===== config.mk =====
export PLATFORM = sky130hd
export DESIGN_NAME = rx_fsm
export DESIGN_NICKNAME = d
export VERILOG_FILES = /design/src/rtl/rx_fsm.sv
export SDC_FILE = /design/constraint.sdc
export NUM_CORES = 1
export LEC_CHECK = 0
export ABC_AREA = 1
export CORE_MARGIN = 2
export CORE_UTILIZATION = 54
export CTS_CLUSTER_DIAMETER = 40
export DETAILED_ROUTE_END_ITERATION = 10
export PLACE_DENSITY = 0.78
export SYNTH_ARGS = -nofsm -noshare
export SYNTH_HDL_FRONTEND = slang
export SYNTH_SLANG_ARGS = --single-unit

===== constraint.sdc =====
create_clock -name clk -period 2 [get_ports clk]
set_input_delay 0.4 -clock clk [delete_from_list [all_inputs] [get_ports clk]]
set_output_delay 0.4 -clock clk [all_outputs]
set_load 0.01 [all_outputs]

===== src/rtl/rx_fsm.sv =====
// rx_fsm: deserialises the sck_rx/data_rx/latch_rx link into W-bit words, MSB first; RX_SYNC_EN adds 2-flop input synchronisers.
// Latency: rx_valid rises 2 clk after latch_rx is first sampled high (4 clk with RX_SYNC_EN).
// Backpressure: single valid/ready holding register; a good word committed while it is full and not accepted is dropped and sets sticky overrun.
module rx_fsm #(
    parameter int DATA_WIDTH_BASE = 5
) (
    input  logic                              clk,
    input  logic                              rst,
    input  logic                              sck_rx,
    input  logic                              data_rx,
    input  logic                              latch_rx,
    input  logic                              rx_ready,
    input  logic                              clr_ovr,
    output logic [(1 << DATA_WIDTH_BASE)-1:0] rx_data,
    output logic                              rx_valid,
    output logic                              frame_err,
    output logic                              overrun,
    output logic                              busy
);

    localparam int W  = 1 << DATA_WIDTH_BASE;
    localparam int CW = DATA_WIDTH_BASE + 1;
    localparam logic [CW-1:0] CNT_FULL = CW'(W);

    typedef enum logic [1:0] {
        RX_IDLE   = 2'd0,
        RX_SHIFT  = 2'd1,
        RX_COMMIT = 2'd2
    } rx_state_t;

    rx_state_t       state, state_nxt;
    logic            sck_in, data_in, lat_in;
    logic            s_sck, s_data, s_lat, d_sck, d_lat;
    logic [W-1:0]    shift_reg;
    logic [CW-1:0]   cnt;
    logic            xbit;
    logic            rise_sck, rise_lat, take_bit, word_ok;
    logic            first_bit, shift_en, commit;
    logic            load, drop;

`ifdef RX_SYNC_EN
    logic [1:0] sck_sync, data_sync, lat_sync;

    always_ff @(posedge clk or negedge rst) begin
        if (!rst) begin
            sck_sync  <= '0;
            data_sync <= '0;
            lat_sync  <= '0;
        end else begin
            sck_sync  <= {sck_sync[0], sck_rx};
            data_sync <= {data_sync[0], data_rx};
            lat_sync  <= {lat_sync[0], latch_rx};
        end
    end

    assign sck_in  = sck_sync[1];
    assign data_in = data_sync[1];
    assign lat_in  = lat_sync[1];
`else
    assign sck_in  = sck_rx;
    assign data_in = data_rx;
    assign lat_in  = latch_rx;
`endif

    always_ff @(posedge clk or negedge rst) begin
        if (!rst) begin
            s_sck  <= 1'b0;
            s_data <= 1'b0;
            s_lat  <= 1'b0;
            d_sck  <= 1'b0;
            d_lat  <= 1'b0;
        end else begin
            s_sck  <= sck_in;
            s_data <= data_in;
            s_lat  <= lat_in;
            d_sck  <= s_sck;
            d_lat  <= s_lat;
        end
    end

    assign rise_sck = s_sck & ~d_sck;
    assign rise_lat = s_lat & ~d_lat;
    // an sck rise while the latch is high belongs to no frame
    assign take_bit = rise_sck & ~s_lat;
    assign word_ok  = (cnt == CNT_FULL) && !xbit;

    always_ff @(posedge clk or negedge rst) begin
        if (!rst) begin
            state <= RX_IDLE;
        end else begin
            state <= state_nxt;
        end
    end

    always_comb begin
        state_nxt = state;
        first_bit = 1'b0;
        shift_en  = 1'b0;
        commit    = 1'b0;
        frame_err = 1'b0;
        case (state)
            RX_IDLE: begin
                if (take_bit) begin
                    first_bit = 1'b1;
                    state_nxt = RX_SHIFT;
                end else if (rise_lat) begin
                    frame_err = 1'b1;
                end
            end
            RX_SHIFT: begin
                if (rise_lat) begin
                    state_nxt = RX_COMMIT;
                end else if (take_bit) begin
                    shift_en = 1'b1;
                end
            end
            RX_COMMIT: begin
                commit    = 1'b1;
                frame_err = !word_ok;
                // back-to-back frame: its first bit may land in the commit cycle
                if (take_bit) begin
                    first_bit = 1'b1;
                    state_nxt = RX_SHIFT;
                end else begin
                    state_nxt = RX_IDLE;
                end
            end
            default: state_nxt = RX_IDLE;
        endcase
    end

    always_ff @(posedge clk or negedge rst) begin
        if (!rst) begin
            shift_reg <= '0;
            cnt       <= '0;
            xbit      <= 1'b0;
        end else if (first_bit) begin
            shift_reg <= {shift_reg[W-2:0], s_data};
            cnt       <= CW'(1);
            xbit      <= 1'b0;
        end else if (commit) begin
            cnt  <= '0;
            xbit <= 1'b0;
        end else if (shift_en) begin
            if (cnt == CNT_FULL) begin
                xbit <= 1'b1;
            end else begin
                shift_reg <= {shift_reg[W-2:0], s_data};
                cnt       <= cnt + CW'(1);
            end
        end
    end

    assign load = commit && word_ok && (!rx_valid || rx_ready);
    assign drop = commit && word_ok && rx_valid && !rx_ready;

    always_ff @(posedge clk or negedge rst) begin
        if (!rst) begin
            rx_data  <= '0;
            rx_valid <= 1'b0;
            overrun  <= 1'b0;
        end else begin
            if (load) begin
                rx_data  <= shift_reg;
                rx_valid <= 1'b1;
            end else if (rx_valid && rx_ready) begin
                rx_valid <= 1'b0;
            end
            // a drop in the same cycle as a clear keeps the flag set
            if (drop) begin
                overrun <= 1'b1;
            end else if (clr_ovr) begin
                overrun <= 1'b0;
            end
        end
    end

    assign busy = (state == RX_SHIFT);

endmodule

Word level (Yosys, flattened, before mapping):

Cells that the tools add are included.

* bits of input ports: 7
* output and inout bits: 36
* bits in registers: 80

* bitwise operators: 6
* reductions and logical operators: 22
* $add $sub $neg: 1
* muxes and demuxes: 28
* equality and inequality tests: 8

Operators with widths (number)
* two-way mux 32 bit: 4
* two-way mux 6 bit: 4
* two-way mux 1 bit: 16
* adder 6 x 1 -> 6 bit, second input constant: 1
* equality test 6 bit, second input constant: 1
* logical AND 1 bit: 6
* != test 2 bit, second input constant: 3
* case mux 2 bit (3 select lines): 1
* AND reduction 2 bit: 3
* nonzero test 2 bit: 3
* nonzero test 3 bit: 2
* zero test 1 bit: 4
* two-way mux 2 bit: 2
* bitwise AND 1 bit: 3
* != test 3 bit, second input constant: 1
* NOT 1 bit: 3
* AND reduction 3 bit: 1
* equality test 2 x 1 -> 1 bit, second input constant: 1
* equality test 2 bit, second input constant: 1
* zero test 2 bit: 1
* != test 2 x 1 -> 1 bit, second input constant: 1
* case mux 1 bit (2 select lines): 1
* OR reduction 2 bit: 1
* logical OR 1 bit: 1

Logic depth before layout (Yosys ltp):

Gate-level depths: netlist (run 1).

* depth after elaboration: 9
* mapped depth: 9
* mapped depth without buffers: 8

Worst setup path before layout (run 1):

OpenSTA, ideal clock, no wires.

* kind: register to output
* start point: register cnt[0]
* end point: output frame_err
* data arrival time: 1.146 ns
* stages on the path, launching flop included: 8
* required time: 1.600 ns
* path slack: 0.454 ns
* buffers on the path: 0
* cells stage by stage: dfrtp_1 inv_1 ha_1 nand2_1 nor2_4 nand2_2 inv_1 o22ai_1

* cells in the longest elaborated chain, start to end: 4

RTL lines
* start, declared: line 35 `logic [CW-1:0] cnt;`
* start signal, assigned: line 149 `cnt <= cnt + CW'(1);`
* equality test 6 bit: line 85 `assign word_ok = (cnt == CNT_FULL) && !xbit;`
* logical AND 1 bit: line 85
* zero test 1 bit: line 119 `frame_err = !word_ok;`
* case mux 1 bit (2 select lines): line 101 `case (state)`
* end, declared: line 16 `output logic frame_err,`

No other way between the ends.

Final worst setup path (run 1):

* start point: register cnt[2]
* end point: output frame_err

Same word-level chain as after synthesis.

==> key figures, run 1 <==
Layout
  – # diodes: 0
  – Final instance area: 4060 µm²
  – Layout Nets: around 420
  – Layout cells sized above 1: 0.108
  – Synth-to-Final Area Change: 23.0%
  – Fillers: 468

Critical path
  – CP max stage delay: 0.43 ns
  – Worst path buffer plus inverter count: 2
  – Critical-path maximum fanout: 6
  – CP top delay family: flip-flops
  – WP data arrival: about 1.5 ns
  – Startpoint types: flop
  – Worst-path cell chain: nor2_1 -> nand2_1 -> nor2_4 -> nand2_2 -> inv_1 -> o22ai_1 -> buf_2
  – CP Capture Type: output pin
  – Slowest-stage cell, CP: dfrtp_1
  – Kind of critical path: flop to output pin
  – Req. time, crit path: 1.60 ns

Floorplanning
  – Core area: ~5900 µm²
  – Height of the die: between 80 and 90 µm
  – I/O Pins: 43
  – Initial core utilization: 0.558
  – DIE WIDTH: approximately 82 µm
  – Row Count: 28
  – Die ar.: around 6800 µm²

Timing
  – Final Max Tran Viols: 0
  – Min Tclk post-route: 1.87 ns
  – Max_slew headroom: 0.737
  – Worst Skew: roughly 0.009 ns
  – Fmax: between 0.5 and 0.6 GHz
  – Hold Violations, Final: 0
  – Worst-Margin Slew: 0.395 ns
  – # setup viols final: 0
  – Final period util: 0.937
  – RSZ-0062 raised after global routing: false
  – Setup tns final: 0 ns

Power and ir drop
  – Sw power: approximately 1000 µW
  – Switching share of power: 0.273
  – Clk pwr share: 0.367
  – Power per cell area: 899 nW/µm²
  – Flop pwr share: 0.504
  – Max VDD drop: roughly 0.63 mV
  – Lkg Pwr: between 2 and 2.5 nW
  – Combinational share of power: 0.129
  – Internal power: roughly 2.7 mW

Placed design
  – Post-DP HPWL: 4220 µm
  – Area post-placement: between 3000 and 4000 µm²
  – Port bufs: 42
  – Gpl congestion: slightly above 0.8

Global routing
  – Vias in the first global route: between 2000 and 2500
  – Largest net degree at the start of global routing: 49
  – First-pass GRT wire length: approximately 11000 µm
  – Grt ovf: 0
  – GR Util All Layers: 0.217
  – Initial antenna violation count: 0

Synth
  – Most numerous cell in the Yosys netlist: nand2_1
  – EDFF count, synth: 0
  – Synth area leader: dfrtp_1
  – Register area share after synthesis: 0.606
  – Post-synth net total: 368
  – Synth top cells by count: nand2_1 (123), dfrtp_1 (80), nand3_1 (48), inv_1 (28), o21ai_0 (19)
  – Mean Syn Cell Area: 9.20 µm²
  – Synth top area share: 0.606
  – Synth warnings: 0
  – Syn Inst Count: between 300 and 400
  – Synth Flop Type: dfrtp_1
  – Synth Cell Area: between 3000 and 4000 µm²
  – Ys async rst share: 1.00
  – Distinct cell type count after synthesis: 26
  – Area contributors post-synth: dfrtp_1 (61%), nand2_1 (14%), nand3_1 (7.3%), inv_1 (3.2%), o21ai_0 (2.9%)
  – #FFs+latches synth: 80

Route
  – Pre-antenna DRT Iters: 7
  – Remaining DRCs: 0
  – Routed WL: 6380 µm
  – DR iter-0 viols: about 120
  – Via Count: about 2500
  – DRT antenna net count: 0
  – WL/cell: between 10 and 15 µm
  – Vias/cell: slightly above 5

Clock tree
  – Maximum clock insertion buffer count: 2
  – CTS tree: done
  – Clock latency on the worst-skew pair: 0.36 ns
  – CTS clk-pin slew, worst paths: 0.08 ns
  – Root Driver: clkbuf_8
  – Num CTS Buffers: 9
  – Post-CTS Setup Bufs: 0
  – # clock sinks: 80
  – H-tree Lvls: 3

Status
  – Status: finished, final reports clean

Flow run
  – MaxCap Viol Count: 0

Hold path
  – Min-delay worst type: flop to flop
==> power groups by stage <==
stage | Combinational (mW) | Clock [mW] | Sequential, mW
after floorplan | 0.297 | 0 | 1.86
after global placement | 0.449 | 0 | 1.86
after detailed placement | 0.473 | 0 | 1.87
after global routing | 0.551 | 1.44 | 1.86
after CTS | 0.473 | 1.37 | 1.84
final | 0.472 | 1.34 | 1.84
==> cell type report <==
type	count	area [µm²]	share of cell area
repair buffers	56	557	0.137
inverters	30	113	0.0277
well taps	75	93.8	0.0231
multi-input cells	233	1070	0.264
clock buffers	9	124	0.0305
clock inverters	7	104	0.0256
flip-flops and latches	80	2000	0.493
==> layout by cell type, fill, tap and decap left out, types with 2 or more instances in the layout <==
cell type	count
nor2_1	11
nand3_1	48
o21ai_2	2
clkinvlp_4	2
o21ai_1	10
clkbuf_8	9
nand4_1	3
o21ai_0	19
buf_12	3
nor3_1	2
inv_1	28
clkdlybuf4s50_1	39
buf_4	11
nand2_2	3
dfrtp_1	80
bufinv_16	2
or2_2	2
inv_2	2
nand2_1	123
==> kinds of logic after synthesis <==
logic type | count (synthesis) | synth area share
and+or+nand+nor | 196 | 0.258
DFF | 80 | 0.606
buffers and inverters | 46 | 0.0708
AOI/OAI and AO/OA | 34 | 0.0549
adders and majority gates | 2 | 0.00757
xor gates and xnor gates | 1 | 0.00265
==> final timing paths <==
path / from / to / slack (ns) / cells after the start
max: cnt[2]$_DFFE_PN0P_ / frame_err / 0.13 / 7
min: s_lat$_DFF_PN0_ / d_lat$_DFF_PN0_ / 0.38 / 0
max reg2reg: cnt[2]$_DFFE_PN0P_ / rx_data[5]$_DFFE_PN0P_ / 0.48 / 8
min reg2reg: s_lat$_DFF_PN0_ / d_lat$_DFF_PN0_ / 0.38 / 0
max in group asynchronous: rst / cnt[3]$_DFFE_PN0P_ / 0.89 / 3
min in group asynchronous: rst / rx_data[17]$_DFFE_PN0P_ / 0.50 / 2
==> metrics by stage <==
stage / util / setup WS, ns / hold slack (ns) / power (mW) / instances
after floorplan: - / 0.454 / 0.104 / 2.16 / 359
after global placement: 0.647 / 0.122 / 0.357 / 2.31 / 473
after detailed placement: 0.647 / 0.104 / 0.356 / 2.34 / 473
after CTS: 0.687 / 0.0159 / 0.381 / 3.69 / 490
after global routing: 0.686 / 0.0105 / 0.397 / 3.86 / 490
final: 0.686 / 0.127 / 0.381 / 3.65 / 490
==> what timing repair did <==
item / 4_1_cts / 5_1_grt
pin swaps: 0 / 1
endpoints found under the setup margin: 2 / 1
gates resized for setup: 4 / 2
hold buffers: 1 / 0
hold endpoints to repair: 28 / 0
==> per-layer routing <==
layer	GRT usage	vias up	routed length [µm]
li1	-	1247	-
met1	0.271	1203	2920
met2	0.338	65	3020
met3	0.0750	10	327
met4	0.103	0	117
met5	0	-	0
Power figures use the tool's default switching activity.
==> run 2, diff against run 1 <==
--- a/config.mk
+++ b/config.mk
@@ -7,10 +7,10 @@
 export LEC_CHECK = 0
 export ABC_AREA = 1
 export CORE_MARGIN = 2
-export CORE_UTILIZATION = 54
+export CORE_UTILIZATION = 55
 export CTS_CLUSTER_DIAMETER = 40
 export DETAILED_ROUTE_END_ITERATION = 10
-export PLACE_DENSITY = 0.78
+export PLACE_DENSITY = 0.8
 export SYNTH_ARGS = -nofsm -noshare
 export SYNTH_HDL_FRONTEND = slang
 export SYNTH_SLANG_ARGS = --single-unit
==> constraint.sdc (replaced) <==
create_clock -name clk -period 2.2 [get_ports clk]
set_input_delay 0.44 -clock clk [delete_from_list [all_inputs] [get_ports clk]]
set_output_delay 0.44 -clock clk [all_outputs]
set_load 0.01 [all_outputs]
==> key figures, run 2 (synthesis results as in run 1) <==
Status
  – Status: finished, final reports clean

Placed design
  – Dpl cells: 466 (-1.5%)
  – DP Worst Slack: 0.150 ns (+0.0465 ns)
  – Port bufs: 42 (unchanged)
  – Gpl congestion: 0.886 (+8.1%)
  – Post-DP HPWL: 3990 µm (-5.5%)

Route
  – Routed WL: 6260 µm (-1.8%)
  – DRT antenna net count: 0 (unchanged)
  – Vias/cell: 5.09 (-1.2%)
  – DR iter-0 viols: 235 (+90%)
  – Pre-antenna DRT Iters: 4 (-3)
  – WL/cell: 12.9 µm (-0.82%)
  – Via Count: 2468 (-2.3%)
  – Remaining DRCs: 0 (unchanged)

Clock tree
  – Root Driver: clkbuf_8
  – CTS clk-pin slew, worst paths: 0.08 ns (about the same)
  – H-tree Lvls: 3 (unchanged)
  – Num CTS Buffers: 9 (unchanged)
  – CTS tree: done
  – Clock latency on the worst-skew pair: 0.34 ns (-0.02 ns)
  – # clock sinks: 80 (unchanged)
  – Maximum clock insertion buffer count: 2 (unchanged)

Critical path
  – Worst path buffer plus inverter count: 3 (+1)
  – Req. time, crit path: 1.76 ns (+0.16 ns)
  – Worst-path cell chain: inv_1 -> ha_2 -> nand2_1 -> nor2_4 -> nand2_4 -> inv_1 -> o22ai_1 -> clkdlybuf4s15_1
  – WP data arrival: 1.65 ns (+0.18 ns)
  – Most numerous cell on the critical path: inv_1
  – Critical-path maximum fanout: 4 (-2)
  – CP top delay family: flip-flops
  – Slowest-stage cell, CP: dfrtp_1
  – Startpoint types: flop
  – CP max stage delay: 0.38 ns (-0.05 ns)
  – Kind of critical path: flop to output pin
  – CP Capture Type: output pin

Layout
  – Most common cell after layout, fill and taps aside: nand2_1
  – # diodes: 0 (unchanged)
  – Layout cells sized above 1: 0.100 (-0.00843)
  – Sequential cell area: 2000 µm² (about the same)
  – Fillers: 442 (-5.6%)
  – Final std cells w/o fill: 485 (-1.0%)
  – Synth-to-Final Area Change: 21.7%
  – Most frequent cells in the layout: nand2_1 (123), dfrtp_1 (79), nand3_1 (48)
  – Multi-input gate area: 1080 µm² (+0.70%)
  – Layout Nets: 414 (-1.2%)

Floorplanning
  – Height of the die: 81.5 µm (-0.87%)
  – Die ar.: 6640 µm² (-1.7%)
  – Initial core utilization: 0.565 (+0.00668)
  – Core area: 5850 µm² (-1.2%)
  – I/O Pins: 43 (unchanged)
  – DIE WIDTH: 81.5 µm (-0.87%)
  – Row Count: 28 (unchanged)

Timing
  – Max_slew headroom: 0.544 (-0.193)
  – Final setup margin: 0.111 ns (-0.0158 ns)
  – Worst Skew: 0.00828 ns (-0.000610 ns)
  – Fmax: about 0.48 GHz
  – Setup tns final: 0 ns (unchanged)
  – # setup viols final: 0 (unchanged)
  – Final period util: 0.950
  – Hold Violations, Final: 0 (unchanged)
  – Worst-Margin Slew: 0.682 ns (+0.286 ns)
  – Min Tclk post-route: around 2.1 ns
  – Final Max Tran Viols: 0 (unchanged)

Power and ir drop
  – Lkg Pwr: 2.04 nW (-1.4%)
  – Max VDD drop: 0.509 mV (-20%)
  – Power per cell area: 822 nW/µm² (-8.6%)

Flow run
  – MaxCap Viol Count: 0 (unchanged)

Global routing
  – Largest net degree at the start of global routing: 49 (unchanged)
  – GR Util All Layers: 0.208 (-0.00848)
  – Vias in the first global route: 2309 (-4.5%)
  – Grt ovf: 0 (unchanged)
  – First-pass GRT wire length: 10600 µm (-1.3%)
  – Initial antenna violation count: 0 (unchanged)

Hold path
  – Min-delay worst type: primary input to asynchronous set/reset pin
[run 2: cell types whose count changed in the layout (fill, tap and decap cells not counted), sizes merged]
cell           previous run  this run
buf                      15        10
clkbuf                    9        11
inv                      32        30
clkdlybuf4s15             0         1
clkdlybuf4s50            39        40
dlygate4sd2               1         0
dlygate4sd3               1         0
[run 2: area by class of cell]
class,count,area share
timing repair buffer,51,0.127
tap,75,0.0233
clock buffer,11,0.0352
inverter,30,0.0280
multi-input combinational,233,0.268
sequential,80,0.498
clock inverter,5,0.0199
[run 2: through the flow]
stage | area (µm²) | power, mW | utilization | hold WS [ns]
2_1_floorplan | 3300 | 1.96 | - | 0.144
3_3_place_gp | 3760 | 2.08 | 0.643 | 0.358
3_5_place_dp | 3760 | 2.10 | 0.643 | 0.367
4_1_cts | 3990 | 3.29 | 0.682 | 0.0829
5_1_grt | 4020 | 3.48 | 0.687 | 0.101
6_report | 4020 | 3.30 | 0.687 | 0.0721
[run 2: final timing paths]
check	startpoint	to	slack [ns]	cells after the start
min in group clk	s_lat$_DFF_PN0_	d_lat$_DFF_PN0_	0.38	0
worst max-delay path	cnt[0]$_DFFE_PN0P_	frame_err	0.11	8
worst min register to register	s_lat$_DFF_PN0_	d_lat$_DFF_PN0_	0.38	0
max in group asynchronous	rst	s_data$_DFF_PN0_	1.53	2
worst min-delay path	rst	rx_data[20]$_DFFE_PN0P_	0.07	1
worst max register to register	s_lat$_DFF_PN0_	shift_reg[5]$_DFFE_PN0P_	0.43	7
[run 2: worst reg2reg max path: stages (launching register included)]
cell	delay, ns
dfrtp_1	0.38
inv_1	0.08
nand3_1	0.12
nor2_1	0.14
nand2_2	0.23
nand2_2	0.11
buf_4	0.39
o21ai_0	0.17
[run 2: power by group]
part           switching [mW]  internal (mW)  total (mW)
combinational           0.272          0.173       0.445
sequential             0.0855           1.59        1.68
clock                   0.510          0.669        1.18
total                   0.867           2.44        3.30
[run 2: metal layers]
metal	vias up	global-route usage	routed length (µm)	part of all wire
li1	1230	-	-	-
met1	1171	0.293	2910	0.46
met2	57	0.323	3060	0.49
met3	10	0.0396	214	0.034
met4	0	0.0797	72	0.011
met5	-	0	0	0
[run 2: timing repair]
action | CTS | global route
cloned | 0 | 0
hold buffers | 0 | 0
buffers inserted | 1 | 2
gates resized for setup | 1 | 5
endpoints found under the setup margin | 1 | 1
pin swaps | 0 | 1
==> run 3, diff against run 2 <==
--- a/config.mk
+++ b/config.mk
@@ -5,12 +5,11 @@
 export SDC_FILE = /design/constraint.sdc
 export NUM_CORES = 1
 export LEC_CHECK = 0
-export ABC_AREA = 1
 export CORE_MARGIN = 2
 export CORE_UTILIZATION = 55
 export CTS_CLUSTER_DIAMETER = 40
 export DETAILED_ROUTE_END_ITERATION = 10
-export PLACE_DENSITY = 0.8
+export PLACE_DENSITY = 0.79
 export SYNTH_ARGS = -nofsm -noshare
 export SYNTH_HDL_FRONTEND = slang
 export SYNTH_SLANG_ARGS = --single-unit
==> key figures, run 3 <==
Timing
  – Worst hold slack: 0.0964 ns (+0.0242 ns)
  – Final Max Tran Viols: 0 (unchanged)
  – Worst Skew: 0.0121 ns (+0.00386 ns)
  – Final setup margin: 0.132 ns (+0.0215 ns)
  – Max_slew headroom: 0.592 (+0.0485)
  – Hold Violations, Final: 0 (unchanged)
  – Final period util: 0.940 (-0.00976)
  – # setup viols final: 0 (unchanged)
  – RSZ-0062 raised after global routing: false
  – Min Tclk post-route: 2.07 ns (-0.0215 ns)
  – Fmax: 0.484 GHz (+1.0%)
  – Worst-Margin Slew: 0.611 ns (-0.0702 ns)
  – Setup tns final: 0 ns (unchanged)

Synth
  – Synth top area share: 0.552 (-0.0535)
  – Synth top cells by count: dfrtp_1 (80), nand2_1 (67), o211ai_1 (65), mux2_1 (30), clkbuf_1 (18)
  – Synth area leader: dfrtp_1
  – Ys async rst share: 1.00 (unchanged)
  – Area contributors post-synth: dfrtp_1 (55%), o211ai_1 (13%), mux2_1 (9.3%), nand2_1 (6.9%), clkbuf_1 (1.9%)
  – Post-synth net total: 332 (-9.8%)
  – Register area share after synthesis: 0.552 (-0.0535)
  – Mean Syn Cell Area: 11.2 µm² (+22%)
  – Synth warnings: 0 (unchanged)
  – Most numerous cell in the Yosys netlist: dfrtp_1
  – Syn Inst Count: 323 (-10%)
  – #FFs+latches synth: 80 (unchanged)
  – Synth Flop Type: dfrtp_1
  – Distinct cell type count after synthesis: 34 (+31%)
  – Synth Cell Area: 3620 µm² (+9.7%)
  – EDFF count, synth: 0 (unchanged)

Route
  – Remaining DRCs: 0 (unchanged)
  – Pre-antenna DRT Iters: 5 (+1)
  – DRT antenna net count: 0 (unchanged)
  – WL/cell: 16.8 µm (+30%)
  – DR iter-0 viols: 262 (+11%)
  – Via Count: 2763 (+12%)
  – Routed WL: 7530 µm (+20%)
  – Vias/cell: 6.17 (+21%)

Critical path
  – Critical-path maximum fanout: 8 (+4)
  – WP data arrival: 1.63 ns (-0.02 ns)
  – Slowest-stage cell, CP: clkdlybuf4s50_1
  – Worst-path cell chain: nand2b_1 -> inv_1 -> clkdlybuf4s50_1
  – Startpoint types: flop
  – Req. time, crit path: 1.76 ns (about the same)
  – Kind of critical path: flop to output pin
  – CP max stage delay: 0.52 ns (+0.14 ns)
  – CP Capture Type: output pin

Power and ir drop
  – Sw power: 970 µW (+12%)
  – Total chip power: 3.41 mW (+3.3%)
  – Combinational share of power: 0.153 (+0.018)
  – Clk pwr share: 0.335 (-0.022)
  – Switching share of power: 0.284 (+0.0217)
  – Lkg Pwr: 1.93 nW (-5.5%)
  – Max VDD drop: 0.472 mV (-7.2%)
  – Power per cell area: 779 nW/µm² (-5.2%)
  – Flop pwr share: 0.512 (+0.003)
  – Internal power: 2.44 mW (+0.27%)

Floorplanning
  – I/O Pins: 43 (unchanged)
  – Core area: 6350 µm² (+8.5%)
  – Row Count: 29 (+3.6%)
  – Height of the die: 85.2 µm (+4.5%)
  – Initial core utilization: 0.571 (+0.00604)
  – DIE WIDTH: 85.2 µm (+4.5%)
  – Die ar.: 7260 µm² (+9.2%)

Placed design
  – Port bufs: 42 (unchanged)
  – Area post-placement: 4170 µm² (+11%)
  – Gpl congestion: 0.877 (-0.93%)
  – Dpl cells: 432 (-7.3%)
  – Post-DP HPWL: 4770 µm (+20%)
  – DP Worst Slack: 0.170 ns (+0.0201 ns)

Layout
  – Most frequent cells in the layout: dfrtp_1 (80), nand2_1 (67), o211ai_1 (65)
  – Layout Nets: 376 (-9.2%)
  – Final std cells w/o fill: 448 (-7.6%)
  – Utilization after layout: 0.690 (+0.00292)
  – Layout cells sized above 1: 0.105 (+0.00512)
  – Most common cell after layout, fill and taps aside: dfrtp_1
  – # diodes: 0 (unchanged)
  – Final instance area: 4380 µm² (+9.0%)
  – Synth-to-Final Area Change: 20.9%

Status
  – Status: finished, final reports clean

Global routing
  – Initial antenna violation count: 0 (unchanged)
  – Grt ovf: 0 (unchanged)
  – Largest net degree at the start of global routing: 50 (+2.0%)
  – Vias in the first global route: 2712 (+17%)
  – First-pass GRT wire length: 13000 µm (+23%)
  – GR Util All Layers: 0.227 (+0.0185)

Clock tree
  – CTS tree: done
  – Maximum clock insertion buffer count: 2 (unchanged)
  – # clock sinks: 80 (unchanged)
  – Num CTS Buffers: 9 (unchanged)
  – Root Driver: clkbuf_8
  – CTS clk-pin slew, worst paths: 0.07 ns (about the same)
  – Clock latency on the worst-skew pair: 0.35 ns (about the same)
  – H-tree Lvls: 3 (unchanged)

Hold path
  – Min-delay worst type: primary input to asynchronous set/reset pin

Flow run
  – MaxCap Viol Count: 0 (unchanged)
run 3: cell count changes after synthesis, moves of 7 or more:
cell	change
buf_6	-7
clkbuf_1	+14
inv_1	-24
mux2_1	+30
nand2_1	-56
nand3_1	-41
nor2_1	-11
o211ai_1	+65
o21ai_0	-17
o21ai_1	-10
run 3: power by group through the flow:
stage          combinational, mW  clock [mW]  sequential [mW]
2_1_floorplan              0.342           0             1.73
3_3_place_gp               0.487           0             1.77
3_5_place_dp               0.504           0             1.77
4_1_cts                    0.513        1.15             1.75
5_1_grt                    0.580        1.21             1.77
6_report                   0.522        1.14             1.75
run 3: final timing paths:
check | from | end | cells past startpoint | slack (ns)
min in group clk | s_sck$_DFF_PN0_ | d_sck$_DFF_PN0_ | 0 | 0.46
max in group asynchronous | rst | rx_data[11]$_DFFE_PN0P_ | 2 | 1.47
max | state[1]$_DFFE_PN0P_ | busy | 3 | 0.13
min | rst | s_lat$_DFF_PN0_ | 1 | 0.1
min reg2reg | s_sck$_DFF_PN0_ | d_sck$_DFF_PN0_ | 0 | 0.46
max reg2reg | state[1]$_DFFE_PN0P_ | cnt[5]$_DFFE_PN0P_ | 3 | 0.30
run 3: worst max-delay path: cells and delay by family (launching register included):
kind / cells / cell delay, ns
flip-flops: 1 / 0.49
buffers and inverters: 2 / 0.59
AND/OR/NAND/NOR: 1 / 0.20
run 3: cells by family (layout without fill, tap and decap cells):
logic type,count (synthesis),count (layout),share of synthesized area
adders and majority gates,2,2,0.00690
and+or+nand+nor,94,94,0.131
buffers and inverters,31,79,0.0349
AOI/OAI and AO/OA,80,80,0.165
DFF,80,80,0.552
muxes,36,36,0.110
run 3: metal layers:
| layer | vias to the layer above | track usage | part of all wire |
|---|---|---|---|
| met3 | 13 | 0.0389 | 0.045 |
| met2 | 96 | 0.364 | 0.50 |
| met5 | - | 0.0210 | 0 |
| met4 | 0 | 0.101 | 0.019 |
| li1 | 1268 | - | - |
| met1 | 1386 | 0.303 | 0.43 |
run 3: area by class of cell:
class | count | area, µm²
well taps | 77 | 96.3
clock buffers | 11 | 131
inverters | 5 | 18.8
repair buffers | 59 | 558
fillers | 468 | 1970
flip-flops and latches | 80 | 2000
clock inverters | 4 | 70.1
multi-input cells | 212 | 1510
run 3: what timing repair did:
item | in CTS | in global routing
gates resized for setup | 1 | 1
buffers inserted | 0 | 1
hold buffers | 0 | 0
setup endpoints to repair | 1 | 1
endpoints found under the hold margin | 0 | 0
